### config.mk
export PLATFORM = sky130hd
export DESIGN_NAME = mu0_sequencer
export DESIGN_NICKNAME = d
export VERILOG_FILES = /design/src/rtl/mu0_sequencer.sv
export SDC_FILE = /design/constraint.sdc
export NUM_CORES = 1
export LEC_CHECK = 0
export CORE_ASPECT_RATIO = 1.25
export CORE_MARGIN = 4
export CORE_UTILIZATION = 50
export DETAILED_ROUTE_END_ITERATION = 12
export PLACE_DENSITY = 0.82
export SETUP_SLACK_MARGIN = 0.2
export SLEW_MARGIN = 20
export SYNTH_ARGS = -nofsm -noshare
export SYNTH_HDL_FRONTEND = slang
export SYNTH_SLANG_ARGS = --single-unit
### constraint.sdc
create_clock -name CLK -period 4.25 [get_ports CLK]
set_input_delay 0.85 -clock CLK [delete_from_list [all_inputs] [get_ports CLK]]
set_output_delay 0.85 -clock CLK [all_outputs]
set_load 0.005 [all_outputs]
### src/rtl/mu0_sequencer.sv
// mu0_sequencer: phase sequencer for the MU0 CPU.
// Produces one-hot FETCH/EXEC1/EXEC2 strobes and inserts instruction-memory
// wait cycles during fetch. It halts on STP and supports free-run and
// single-step control. It also keeps saturating cycle and retired-instruction
// counters.
module mu0_sequencer #(
    parameter int unsigned MEM_WAIT = 1,
    parameter int unsigned CNT_W    = 16
) (
    input  logic             CLK,
    input  logic             RESET,
    input  logic             RUN,
    input  logic             STEP,
    input  logic [3:0]       IR_OP,
    input  logic             EXTRA,
    output logic             FETCH,
    output logic             EXEC1,
    output logic             EXEC2,
    output logic             IR_LOAD,
    output logic             HALTED,
    output logic [CNT_W-1:0] CYCLE_CNT,
    output logic [CNT_W-1:0] INSTR_CNT
);

    typedef enum logic [2:0] {
        ST_IDLE  = 3'd0,
        ST_FETCH = 3'd1,
        ST_EXEC1 = 3'd2,
        ST_EXEC2 = 3'd3,
        ST_HALT  = 3'd4
    } state_t;

    localparam logic [3:0]       OP_STP    = 4'b0111;
    localparam logic [3:0]       WAIT_LAST = 4'(MEM_WAIT);
    localparam logic [CNT_W-1:0] CNT_MAX   = {CNT_W{1'b1}};

    state_t           state_q, state_d;
    logic [3:0]       wait_q, wait_d;
    logic             step_q;
    logic [CNT_W-1:0] cycle_q, cycle_d;
    logic [CNT_W-1:0] instr_q, instr_d;
    logic             fetch_q, fetch_d;
    logic             exec1_q, exec1_d;
    logic             exec2_q, exec2_d;
    logic             ir_load_q, ir_load_d;
    logic             halted_q, halted_d;

    logic step_req;
    logic retire;
    logic active;

    assign step_req = STEP & ~step_q;

    // Next-state, wait counter, retire detection and counter updates.
    always_comb begin
        state_d = state_q;
        wait_d  = wait_q;
        retire  = 1'b0;
        unique case (state_q)
            ST_IDLE: begin
                if (RUN || step_req) begin
                    state_d = ST_FETCH;
                    wait_d  = 4'd0;
                end
            end
            ST_FETCH: begin
                // Stay in fetch until the memory latency has elapsed.
                if (wait_q == WAIT_LAST) begin
                    state_d = ST_EXEC1;
                end else begin
                    wait_d = wait_q + 4'd1;
                end
            end
            ST_EXEC1: begin
                if (IR_OP == OP_STP) begin
                    state_d = ST_HALT;
                end else if (EXTRA) begin
                    state_d = ST_EXEC2;
                end else begin
                    retire = 1'b1;
                end
            end
            ST_EXEC2: begin
                retire = 1'b1;
            end
            ST_HALT: begin
                state_d = ST_HALT;
            end
            default: begin
                state_d = ST_IDLE;
            end
        endcase

        // A retiring instruction always completes. RUN only selects what happens next.
        if (retire) begin
            state_d = RUN ? ST_FETCH : ST_IDLE;
            wait_d  = 4'd0;
        end

        active = (state_q == ST_FETCH) || (state_q == ST_EXEC1) || (state_q == ST_EXEC2);

        cycle_d = cycle_q;
        if (active && (cycle_q != CNT_MAX)) begin
            cycle_d = cycle_q + 1'b1;
        end

        instr_d = instr_q;
        if (retire && (instr_q != CNT_MAX)) begin
            instr_d = instr_q + 1'b1;
        end

        // Outputs are registered images of the next state, so they equal a
        // Moore decode of the state register.
        fetch_d   = (state_d == ST_FETCH);
        exec1_d   = (state_d == ST_EXEC1);
        exec2_d   = (state_d == ST_EXEC2);
        halted_d  = (state_d == ST_HALT);
        ir_load_d = (state_d == ST_FETCH) && (wait_d == WAIT_LAST);
    end

    // State, counters and registered strobes. Reset overrides every state.
    always_ff @(posedge CLK) begin
        if (RESET) begin
            state_q   <= ST_IDLE;
            wait_q    <= 4'd0;
            step_q    <= 1'b0;
            cycle_q   <= '0;
            instr_q   <= '0;
            fetch_q   <= 1'b0;
            exec1_q   <= 1'b0;
            exec2_q   <= 1'b0;
            ir_load_q <= 1'b0;
            halted_q  <= 1'b0;
        end else begin
            state_q   <= state_d;
            wait_q    <= wait_d;
            step_q    <= STEP;
            cycle_q   <= cycle_d;
            instr_q   <= instr_d;
            fetch_q   <= fetch_d;
            exec1_q   <= exec1_d;
            exec2_q   <= exec2_d;
            ir_load_q <= ir_load_d;
            halted_q  <= halted_d;
        end
    end

    assign FETCH     = fetch_q;
    assign EXEC1     = exec1_q;
    assign EXEC2     = exec2_q;
    assign IR_LOAD   = ir_load_q;
    assign HALTED    = halted_q;
    assign CYCLE_CNT = cycle_q;
    assign INSTR_CNT = instr_q;

endmodule

==> impl_results.md, run 1 <==
* Post-synthesis sequential area ratio at 41.1%
* Fin Setup TNS at 0 ns
* Number of pins with negative max-slew slack in the final report at 0
* Clock latency at the later pin of the worst-skew pair at 0.30 ns
* Width of the die at 67.2 um
* Final wirelength at 5020 um
* Power, Total at 0.847 mW
* Highest cell delay on the worst timing path at 0.64 ns
* Average via count per standard cell at 5.72
* Clock transition time at the flip-flop clock pins of the worst setup and hold paths at 0.09 ns
* Hold Violations, Final at 0
* Estimated wirelength of the detail-placed design at 3590 um
* CTS tree: done
* Initial DRC Count at 123
* M2 GR Usage at 33.8%
* All-Layer GR Usage at 19.8%
* Crit-path max FO at 15
* Fraction of met1 tracks used by global routing at 24.5%
* Max frequency at 373 MHz
* Global placement routability congestion at 0.790
* Routed length per placed instance at 14.2 um
* Via count of the routed design at 2026
* CP Capture Type: flip-flop
* First-pass iteration count of the detailed router at 6
* Number of sinks on the clock net at 45
* Hold_ws at 0.504 ns
* Cell-by-cell trace of the critical path: clkdlybuf4s50_1 > nand4b_1 > a32oi_1 > a21o_1 > o21ai_0 > a21oi_1
* Path length in cells of the critical path at 6
* Yosys synthesis warning count at 0
* Area of the die at 0.00551 sq mm
* Largest voltage drop on the vdd net at 0.233 mV
* Arrival time worst endpoint at 2.90 ns
* Crit path time final at 2.68 ns
* First-pass GRT wire length at 8520 um
* Diode insertion count for antenna repair at 0
* Top-Level Pins at 46
* Post-synthesis instance area at 0.00219 sq mm
* Count of instances resized after the clock tree is built at 0
* Cell with the largest stage delay on the worst path: sky130_fd_sc_hd__a32oi_1
* PwrDens at 304 mW/mm^2
* Family with the most delay on the worst path: compound AO/OA/AOI/OAI gates
* Ratio of cells with drive above 1 in the final layout at 6.04%
* Area growth from synthesis to layout at 26.9%
* Placement row count at 26
* Post-route DRC violation count at 0
* Vias in the first global route at 1903
* Worst hold path class: flip-flop to flip-flop
* Die Y-Extent at 82.0 um
* Most utilized layer in the global route result: met2
* Number of levels in the clock H-tree at 2
* Post-synthesis average cell area at 8.60 sq um
* Final layout net count at 310
* Antenna violations before repair at 0
* Synthesis-stage register bit count at 45
* Setup repair after global routing missed its margin: false
* Max clock buf depth at 2
* Number of buffers inserted to repair setup after CTS at 0
* Depth of the most critical reg-to-reg path at 5
* Setup crit start kind: input port
* Placeable Area at 0.00416 sq mm
* Number of unique standard cell types used by synthesis at 43
* Net count after synthesis at 268
* Post-route clock period utilization at 63.0%
* Max-capacitance violation count at 0
* Remaining global-route overflow at 0
* Buffers and inverters on the worst path at 1
* Outcome: finished, final reports clean
* WP data required at 4.47 ns
* Starting utilization of the core area at 52.6%
* Setup-failing EPs final at 0
* Clock buffer count from CTS at 5
* Largest net degree at the start of global routing at 28
* Global-route met3 utilization at 4.92%
* Gate count after technology mapping at 255
* Buffer cell driving the clock tree root: sky130_fd_sc_hd__clkbuf_8
* Static leakage at 0.857 nW
* Critical Setup Path Class: input port to flip-flop
* Worst-case clock skew at 0.00938 ns
* Hold buffer count at CTS at 0
* Transition time at the pin with the least slew margin at 0.872 ns
* Count of input and output buffers at 45
* Relative max-transition margin at 41.1%
* Worst hold stages at 2
* ANT nets after route at 0
[cells in the final DEF, fill, tap and decap left out, types with 2 or more instances in the layout]
cell type	instances
sky130_fd_sc_hd__dfxtp_1	45
sky130_fd_sc_hd__clkdlybuf4s50_1	45
sky130_fd_sc_hd__nor2_1	30
sky130_fd_sc_hd__xnor2_1	19
sky130_fd_sc_hd__nand3_1	16
sky130_fd_sc_hd__nor3_1	15
sky130_fd_sc_hd__a21oi_1	15
sky130_fd_sc_hd__nand2_1	11
sky130_fd_sc_hd__nor4_1	9
sky130_fd_sc_hd__inv_1	7
sky130_fd_sc_hd__nand4_1	7
sky130_fd_sc_hd__o21ai_0	7
sky130_fd_sc_hd__nor2b_1	6
sky130_fd_sc_hd__and2_1	5
sky130_fd_sc_hd__nor3b_1	5
sky130_fd_sc_hd__clkbuf_8	5
sky130_fd_sc_hd__o31ai_1	4
sky130_fd_sc_hd__or4_1	4
sky130_fd_sc_hd__or3_1	4
sky130_fd_sc_hd__ha_1	4
sky130_fd_sc_hd__or2_2	3
sky130_fd_sc_hd__nor4b_1	3
sky130_fd_sc_hd__a221oi_1	3
sky130_fd_sc_hd__nand4b_1	2
sky130_fd_sc_hd__a211oi_1	2
sky130_fd_sc_hd__or3b_2	2
[registers in the layout (all words and copies together) (netlist names)]
name / cells
EXEC1: 1
step_q: 1
HALTED: 1
IR_LOAD: 1
CYCLE_CNT: 16
INSTR_CNT: 16
FETCH: 1
state_q: 3
wait_q: 4
EXEC2: 1
[worst reg2reg max path, stage by stage, from the launching register on]
cell and delay (ns):
sky130_fd_sc_hd__dfxtp_1 0.57, sky130_fd_sc_hd__nor3b_2 0.27, sky130_fd_sc_hd__a32oi_1 0.22, sky130_fd_sc_hd__a21o_1 0.39, sky130_fd_sc_hd__or4_1 0.54, sky130_fd_sc_hd__a21oi_1 0.15
[worst paths after layout]
check | end | startpoint | slack [ns]
max | INSTR_CNT[5] | IR_OP[0] | 1.57
min | INSTR_CNT[1] | INSTR_CNT[1] | 0.50
max reg2reg | INSTR_CNT[15] | state_q[1] | 2.04
min reg2reg | INSTR_CNT[1] | INSTR_CNT[1] | 0.50
[power by group]
group          leakage [nW]  switching, mW  internal (mW)  total, mW
Sequential            0.364         0.0122          0.431      0.443
Clock                0.0543          0.151          0.176      0.327
Combinational         0.439         0.0398         0.0372     0.0769
Total                 0.857          0.203          0.644      0.847
[cell type report]
cell class,instances,area [sq um]
Fill cell,381,1380
Inverter,7,26.3
Multi-Input combinational cell,192,1210
Clock inverter,3,46.3
Timing Repair Buffer,46,458
Sequential cell,45,901
Tap cell,56,70.1
Clock buffer,5,68.8
[Yosys cell counts]
cell type | number | area share (%)
sky130_fd_sc_hd__a2111oi_0 | 1 | 0.40
sky130_fd_sc_hd__a211oi_1 | 2 | 0.68
sky130_fd_sc_hd__a21o_1 | 1 | 0.34
sky130_fd_sc_hd__a21oi_1 | 15 | 3.4
sky130_fd_sc_hd__a221oi_1 | 3 | 1.2
sky130_fd_sc_hd__a311oi_1 | 1 | 0.40
sky130_fd_sc_hd__a32o_1 | 1 | 0.46
sky130_fd_sc_hd__a32oi_1 | 1 | 0.40
sky130_fd_sc_hd__and2_1 | 5 | 1.4
sky130_fd_sc_hd__and4_1 | 1 | 0.40
sky130_fd_sc_hd__and4_4 | 1 | 0.51
sky130_fd_sc_hd__buf_2 | 4 | 0.91
sky130_fd_sc_hd__buf_6 | 1 | 0.51
sky130_fd_sc_hd__clkbuf_1 | 6 | 1.0
sky130_fd_sc_hd__dfxtp_1 | 45 | 41
sky130_fd_sc_hd__ha_1 | 4 | 2.3
sky130_fd_sc_hd__inv_1 | 7 | 1.2
sky130_fd_sc_hd__mux2i_1 | 1 | 0.46
sky130_fd_sc_hd__nand2_1 | 11 | 1.9
sky130_fd_sc_hd__nand3_1 | 16 | 3.7
sky130_fd_sc_hd__nand4_1 | 7 | 2.0
sky130_fd_sc_hd__nand4b_1 | 2 | 0.80
sky130_fd_sc_hd__nor2_1 | 30 | 5.1
sky130_fd_sc_hd__nor2b_1 | 6 | 1.7
sky130_fd_sc_hd__nor3_1 | 15 | 3.4
sky130_fd_sc_hd__nor3b_1 | 5 | 1.7
sky130_fd_sc_hd__nor3b_2 | 1 | 0.57
sky130_fd_sc_hd__nor4_1 | 9 | 2.6
sky130_fd_sc_hd__nor4_2 | 1 | 0.57
sky130_fd_sc_hd__nor4b_1 | 3 | 1.2
sky130_fd_sc_hd__o2111ai_1 | 1 | 0.40
sky130_fd_sc_hd__o21ai_0 | 7 | 1.6
sky130_fd_sc_hd__o21bai_4 | 1 | 0.86
sky130_fd_sc_hd__o2bb2ai_1 | 1 | 0.40
sky130_fd_sc_hd__o311a_1 | 1 | 0.46
sky130_fd_sc_hd__o311ai_0 | 1 | 0.40
sky130_fd_sc_hd__o31ai_1 | 4 | 1.4
sky130_fd_sc_hd__or2_2 | 3 | 0.86
sky130_fd_sc_hd__or3_1 | 4 | 1.1
sky130_fd_sc_hd__or3b_2 | 2 | 0.80
sky130_fd_sc_hd__or4_1 | 4 | 1.4
sky130_fd_sc_hd__xnor2_1 | 19 | 7.6
sky130_fd_sc_hd__xor2_1 | 1 | 0.40
[through the flow]
| stage | utilization [%] | setup WS [ns] | cell area, sq um | cells |
|---|---|---|---|---|
| 3_5_place_dp | 64.0 | 1.26 | 2670 | 346 |
| 4_1_cts | 66.8 | 1.59 | 2780 | 354 |
| 5_1_grt | 66.8 | 1.41 | 2780 | 354 |
| 3_3_place_gp | 64.0 | 1.41 | 2670 | 346 |
| 6_report | 66.8 | 1.57 | 2780 | 354 |
| 2_1_floorplan | - | 2.07 | 2190 | 255 |
[layer usage]
metal  up-vias  routed length (um)
met5         -                   0
met4         0                  42
met3         4                 252
met2        61                2480
met1       955                2250
li1       1006                   -
[cell families (layout without fill, tap and decap cells)]
| kind of cell | Yosys count | count (layout) | synth area share (%) |
|---|---|---|---|
| AOI/OAI and AO/OA | 41 | 41 | 12.8 |
| xor gates and xnor gates | 20 | 20 | 7.99 |
| adders and majority gates | 4 | 4 | 2.28 |
| buffers and inverters | 18 | 61 | 3.65 |
| DFF | 45 | 45 | 41.1 |
| muxes | 1 | 1 | 0.457 |
| and+or+nand+nor | 126 | 126 | 31.7 |
No activity file was read; power rests on OpenSTA's default activity.
==> inputs of run 2 (changes only) <==
- CORE_UTILIZATION: 50 -> 46
- PLACE_DENSITY: 0.82 -> 0.8
- clock period: 4.25 -> 2.4 ns (I/O delays scaled with it)
==> run 2 against run 1 <==
Compared with the run above: sequential share of layout area down 0.50 points; critical endpoint is now INSTR_CNT[11]; power increased by 67%; highest routed layer unchanged; final cell count is 2.8% higher.
==> impl_results.md, run 2 (same netlist as run 1, synthesis figures left out) <==
* Outcome: finished, final reports clean (unchanged)
* Buffers and inverters on the worst path at 1 (unchanged)
* CP Capture Type: flip-flop (unchanged)
* Setup slack after placement at 0.0290 ns (was 1.26 ns)
* Hold Crit Endpoint: INSTR_CNT[1] (unchanged)
* Largest voltage drop on the vdd net at 0.444 mV (was 0.233 mV)
* Max frequency at 481 MHz
* Post-route clock period utilization at 86.7%
* Hold Violations, Final at 0 (unchanged)
* Clock buffer count from CTS at 5 (unchanged)
* Setup repair after global routing missed its margin: true (was false)
* Critical Setup Path Class: input port to flip-flop (unchanged)
* Number of pins with negative max-slew slack in the final report at 0 (unchanged)
* Finished Core Util at 63.0% (was 66.8%)
* Estimated wirelength of the detail-placed design at 3820 um (was 3590 um)
* All-Layer GR Usage at 18.0% (was 19.8%)
* Most frequent cells in the layout: sky130_fd_sc_hd__clkdlybuf4s50_1, sky130_fd_sc_hd__dfxtp_1, sky130_fd_sc_hd__nor2_1 (was sky130_fd_sc_hd__dfxtp_1, sky130_fd_sc_hd__clkdlybuf4s50_1, sky130_fd_sc_hd__nor2_1)
* Largest net degree at the start of global routing at 28 (unchanged)
* Relative contribution of the clock network to total power at 34.1% (was 38.6%)
* Setup-failing EPs final at 0 (unchanged)
* First-pass GRT wire length at 9030 um (was 8520 um)
* Clock latency at the later pin of the worst-skew pair at 0.30 ns (about the same)
* Count of input and output buffers at 45 (unchanged)
* Register share of total power at 55.7% (was 52.3%)
* Width of the die at 69.7 um (was 67.2 um)
* Antenna violations before repair at 0 (unchanged)
* Diode insertion count for antenna repair at 0 (unchanged)
* CTS tree: done (unchanged)
* Cell with the largest stage delay on the worst path: sky130_fd_sc_hd__or4_1 (was sky130_fd_sc_hd__a32oi_1)
* Final layout net count at 318 (was 310)
* Starting utilization of the core area at 48.8% (was 52.6%)
* Post-route DRC violation count at 0 (unchanged)
* Vias in the first global route at 1987 (was 1903)
* Highest cell delay on the worst timing path at 0.55 ns (was 0.64 ns)
* Depth of the most critical reg-to-reg path at 5 (unchanged)
* Via count of the routed design at 2058 (was 2026)
* Final critical-path setup slack at 0.320 ns (was 1.57 ns)
* Top-Level Pins at 46 (unchanged)
* Relative max-transition margin at 66.3% (was 41.1%)
* Placement row count at 27 (was 26)
* WP data required at 2.64 ns (was 4.47 ns)
* Hold Path Origin: INSTR_CNT[1] (unchanged)
* Setup crit start kind: input port (unchanged)
* PwrDens at 499 mW/mm^2 (was 304 mW/mm^2)
* Arrival time worst endpoint at 2.32 ns (was 2.90 ns)
* Number of sinks on the clock net at 45 (unchanged)
* Combinational share of power at 10.2% (was 9.1%)
* Transition time at the pin with the least slew margin at 0.493 ns (was 0.872 ns)
* Initial DRC Count at 170 (was 123)
* ANT nets after route at 0 (unchanged)
* Remaining global-route overflow at 0 (unchanged)
* Fin Setup TNS at 0 ns (unchanged)
* Number of levels in the clock H-tree at 2 (unchanged)
* Worst hold stages at 2 (unchanged)
* Crit-path max FO at 14 (was 15)
* Worst hold path class: flip-flop to flip-flop (unchanged)
* Die Y-Extent at 85.2 um (was 82.0 um)
* Global placement routability congestion at 0.828 (was 0.790)
* Worst reg2reg endpoint: CYCLE_CNT[15] (was INSTR_CNT[15])
* Average via count per standard cell at 5.65 (was 5.72)
* First-pass iteration count of the detailed router at 4 (was 6)
* Max-capacitance violation count at 0 (unchanged)
* Path length in cells of the critical path at 6 (unchanged)
* Routed length per placed instance at 14.4 um (was 14.2 um)
* Family with the most delay on the worst path: simple AND/OR/NAND/NOR gates (was compound AO/OA/AOI/OAI gates)
* Ratio of cells with drive above 1 in the final layout at 9.15% (was 6.04%)
* Internal power component at 1.04 mW (was 0.644 mW)
* Worst-case clock skew at 0.0141 ns (was 0.00938 ns)
* Area growth from synthesis to layout at 29.1% (was 26.9%)
* Buffer cell driving the clock tree root: sky130_fd_sc_hd__clkbuf_8 (unchanged)
* Net switching power at 0.367 mW (was 0.203 mW)
* Clock transition time at the flip-flop clock pins of the worst setup and hold paths at 0.10 ns (was 0.09 ns)
* Static leakage at 0.892 nW (was 0.857 nW)
* R2R Path Start: state_q[0] (was state_q[1])
* Final wirelength at 5240 um (was 5020 um)
* Hold buffer count at CTS at 0 (unchanged)
* Fraction of power spent switching nets at 26.0% (was 24.0%)
* Slack of the worst reg-to-reg path at 0.41 ns (was 2.04 ns)
* Most common cell after layout, fill and taps aside: sky130_fd_sc_hd__clkdlybuf4s50_1
* Placeable Area at 0.00449 sq mm (was 0.00416 sq mm)
* Max clock buf depth at 2 (unchanged)
* Crit path time final at 2.08 ns
* Cell-by-cell trace of the critical path: clkdlybuf4s50_1 > nor3b_2 > a32oi_1 > a21o_1 > or4_1 > a21oi_1 (was clkdlybuf4s50_1 > nand4b_1 > a32oi_1 > a21o_1 > o21ai_0 > a21oi_1)
* Area of the die at 0.00594 sq mm (was 0.00551 sq mm)
[run 2: worst max path at each step]
| stage | from | to | slack [ns] |
|---|---|---|---|
| floorplan | IR_OP[3] | INSTR_CNT[5] | 0.59 |
| global placement | EXTRA | INSTR_CNT[15] | 0.10 |
| detailed placement | EXTRA | INSTR_CNT[15] | 0.03 |
| CTS | EXTRA | INSTR_CNT[15] | 0.35 |
| global route | EXTRA | INSTR_CNT[15] | 0.17 |
| finish | EXTRA | INSTR_CNT[11] | 0.32 |
[run 2: cell type report]
cell class | instances | area (sq um)
fill | 410 | 1660
sequential | 45 | 902
inverter | 7 | 26.3
clock buffer | 5 | 68.8
timing repair buffer | 54 | 518
multi-input combinational | 192 | 1220
tap | 58 | 72.6
clock inverter | 3 | 25.0
[run 2: power by group through the flow]
stage	combinational, mW	sequential, mW	clock, mW
floorplan	0.0875	0.794	0
global placement	0.137	0.802	0
detailed placement	0.140	0.803	0
CTS	0.143	0.786	0.496
global route	0.158	0.790	0.522
finish	0.143	0.786	0.482
[run 2: metrics by stage]
stage	power [mW]	instances	cell area, sq um	hold WS (ns)
2_1_floorplan	0.881	255	2190	0.477
6_report	1.41	364	2830	0.507
5_1_grt	1.47	364	2830	0.547
3_3_place_gp	0.939	356	2730	0.483
4_1_cts	1.43	364	2820	0.506
3_5_place_dp	0.943	356	2730	0.490
[run 2: worst reg2reg max path, delay by kind of cell, from the launching register on]
| family | cells | cell delay [ns] |
|---|---|---|
| xor gates and xnor gates | 1 | 0.17 |
| and+or+nand+nor | 3 | 0.94 |
| AOI/OAI and AO/OA | 1 | 0.19 |
| DFF | 1 | 0.58 |
[run 2: metal layers]
layer / routed length, um / vias up / global-route usage [%] / share of wire, %
met3: 296 / 8 / 4.15 / 5.6
met2: 2530 / 71 / 30.7 / 48
met4: 97 / 0 / 6.62 / 1.8
li1: - / 1026 / - / -
met5: 0 / - / 0 / 0
met1: 2330 / 953 / 22.1 / 44
[run 2: repair_timing]
action | in CTS | in global routing
buffers inserted | 0 | 0
resized for setup | 0 | 2
endpoints found under the setup margin | 0 | 2
==> inputs of run 3 (changes only) <==
- CORE_MARGIN: 4 -> 2
- REMOVE_ABC_BUFFERS: not set -> 1
==> run 3 against run 2 <==
Compared with the run above: worst setup slack gained 0.031 ns; non-clock buffer count down 1; worst hold slack got worse by 0.0035 ns; via count rose by 0.58%; global-route usage increased by 1.0 points; clock skew shrank 0.0052 ns; first-iteration DRC count fell by 12%; critical endpoint is now INSTR_CNT[15].
==> impl_results.md, run 3 (same netlist as run 1, synthesis figures left out) <==
* Outcome: finished, final reports clean (unchanged)
* Setup slack after placement at 0.0698 ns (was 0.0290 ns)
* Final wirelength at 4910 um (was 5240 um)
* Hold Violations, Final at 0 (unchanged)
* Worst reg2reg endpoint: INSTR_CNT[15] (was CYCLE_CNT[15])
* Final critical-path setup slack at 0.351 ns (was 0.320 ns)
* Crit path time final at 2.05 ns (was 2.08 ns)
* Buffers and inverters on the worst path at 1 (unchanged)
* Final layout net count at 317 (was 318)
* Via count of the routed design at 2070 (was 2058)
* Average via count per standard cell at 5.67 (was 5.65)
* Setup-failing EPs final at 0 (unchanged)
* First-pass iteration count of the detailed router at 4 (unchanged)
* Initial DRC Count at 150 (was 170)
* Number of buffers inserted to repair setup after CTS at 0 (unchanged)
* Area of the die at 0.00534 sq mm (was 0.00594 sq mm)
* Antenna violations before repair at 0 (unchanged)
* Setup crit start kind: input port (unchanged)
* Arrival time worst endpoint at 2.28 ns (was 2.32 ns)
* Depth of the most critical reg-to-reg path at 5 (unchanged)
* Width of the die at 65.7 um (was 69.7 um)
* Cell with the largest stage delay on the worst path: sky130_fd_sc_hd__or4_1 (unchanged)
* Slack of the worst reg-to-reg path at 0.39 ns (was 0.41 ns)
* R2R Path Start: state_q[1] (was state_q[0])
* Clock buffer count from CTS at 5 (unchanged)
* Setup repair after global routing missed its margin: false (was true)
* Largest net degree at the start of global routing at 26 (was 28)
* Max-capacitance violation count at 0 (unchanged)
* Relative max-transition margin at 67.6% (was 66.3%)
* Placeable Area at 0.00466 sq mm (was 0.00449 sq mm)
* ANT nets after route at 0 (unchanged)
* Worst-case clock skew at 0.00898 ns (was 0.0141 ns)
* Static leakage at 0.891 nW (was 0.892 nW)
* Clock latency at the later pin of the worst-skew pair at 0.29 ns (was 0.30 ns)
* Count of instances resized after the clock tree is built at 0 (unchanged)
* Critical Setup Path Class: input port to flip-flop (unchanged)
* Diode insertion count for antenna repair at 0 (unchanged)
* Starting utilization of the core area at 47.0% (was 48.8%)
* Ratio of cells with drive above 1 in the final layout at 8.20% (was 9.15%)
* Post-route clock period utilization at 85.4% (was 86.7%)
* Post-route DRC violation count at 0 (unchanged)
* Hold buffer count at CTS at 0 (unchanged)
* Max frequency at 488 MHz (was 481 MHz)
* PwrDens at 506 mW/mm^2 (was 499 mW/mm^2)
* WP data required at 2.63 ns (was 2.64 ns)
* Worst hold stages at 2 (unchanged)
* Buffer cell driving the clock tree root: sky130_fd_sc_hd__clkbuf_8 (unchanged)
* Top-Level Pins at 46 (unchanged)
* Hold Path Origin: INSTR_CNT[1] (unchanged)
* Die Y-Extent at 81.2 um (was 85.2 um)
* Number of pins with negative max-slew slack in the final report at 0 (unchanged)
* Placement row count at 28 (was 27)
* Number of levels in the clock H-tree at 2 (unchanged)
* Crit-path max FO at 11 (was 14)
* Number of sinks on the clock net at 45 (unchanged)
* Clock transition time at the flip-flop clock pins of the worst setup and hold paths at 0.08 ns (was 0.10 ns)
* Family with the most delay on the worst path: simple AND/OR/NAND/NOR gates (unchanged)
* Vias in the first global route at 1905 (was 1987)
* Largest voltage drop on the vdd net at 0.356 mV (was 0.444 mV)
* Routed length per placed instance at 13.5 um (was 14.4 um)
* First-pass GRT wire length at 8200 um (was 9030 um)
* All-Layer GR Usage at 19.0% (was 18.0%)
* Max clock buf depth at 2 (unchanged)
* Count of input and output buffers at 45 (unchanged)
* Estimated wirelength of the detail-placed design at 3660 um (was 3820 um)
* Worst hold path class: flip-flop to flip-flop (unchanged)
* Fin Setup TNS at 0 ns (unchanged)
* Area growth from synthesis to layout at 28.9% (was 29.1%)
* Highest cell delay on the worst timing path at 0.54 ns (was 0.55 ns)
* Global placement routability congestion at 0.845 (was 0.828)
* Transition time at the pin with the least slew margin at 0.474 ns (was 0.493 ns)
* Hold Crit Endpoint: INSTR_CNT[1] (unchanged)
* Remaining global-route overflow at 0 (unchanged)
* CP Capture Type: flip-flop (unchanged)
* CTS tree: done (unchanged)
* Most frequent cells in the layout: sky130_fd_sc_hd__dfxtp_1, sky130_fd_sc_hd__clkdlybuf4s50_1, sky130_fd_sc_hd__nor2_1 (was sky130_fd_sc_hd__clkdlybuf4s50_1, sky130_fd_sc_hd__dfxtp_1, sky130_fd_sc_hd__nor2_1)
* Cell-by-cell trace of the critical path: clkdlybuf4s50_1 > nor3b_2 > a32oi_1 > a21o_1 > or4_1 > a21oi_1 (unchanged)
-- run 3: report_power, final --
| part | internal, mW | switching [mW] |
|---|---|---|
| Combinational | 0.0706 | 0.0694 |
| Clock | 0.260 | 0.244 |
| Sequential | 0.762 | 0.0221 |
-- run 3: routing by layer --
metal  GRT usage, %  routed length [um]  up-vias
met2           34.2                2530       68
met5              0                   0        -
li1               -                   -     1033
met1           22.8                2050      963
met4           5.42                  55        0
met3           3.74                 277        6
-- run 3: cell type report --
class | instances | area [sq um]
clock buffer | 7 | 96.3
clock inverter | 1 | 5.00
fill | 404 | 1830
inverter | 7 | 26.3
multi-input combinational | 192 | 1210
sequential | 45 | 901
tap | 60 | 75.1
timing repair buffer | 53 | 510
-- run 3: how the worst max path moves through the flow --
stage	start	endpoint	slack, ns	cells past startpoint
2_1_floorplan	state_q[1]	INSTR_CNT[11]	0.52	5
3_3_place_gp	EXTRA	INSTR_CNT[11]	0.11	6
3_5_place_dp	EXTRA	INSTR_CNT[15]	0.07	6
4_1_cts	EXTRA	INSTR_CNT[15]	0.36	6
5_1_grt	state_q[1]	INSTR_CNT[15]	0.21	5
6_report	EXTRA	INSTR_CNT[15]	0.35	6
-- run 3: worst reg2reg max path: stages (launching register included) --
cell and delay (ns):
sky130_fd_sc_hd__dfxtp_1 0.58, sky130_fd_sc_hd__nor3b_2 0.27, sky130_fd_sc_hd__a32oi_1 0.11, sky130_fd_sc_hd__a21o_1 0.31, sky130_fd_sc_hd__or4_1 0.54, sky130_fd_sc_hd__a21oi_1 0.14
-- run 3: through the flow --
| stage | utilization, % | cells | power (mW) | hold WS (ns) | area, sq um |
|---|---|---|---|---|---|
| 2_1_floorplan | - | 244 | 0.870 | 0.471 | 2140 |
| 3_3_place_gp | 58.5 | 357 | 0.937 | 0.482 | 2720 |
| 3_5_place_dp | 58.5 | 357 | 0.942 | 0.495 | 2720 |
| 4_1_cts | 60.6 | 365 | 1.44 | 0.506 | 2830 |
| 5_1_grt | 60.6 | 365 | 1.48 | 0.540 | 2830 |
| 6_report | 60.6 | 365 | 1.43 | 0.504 | 2830 |
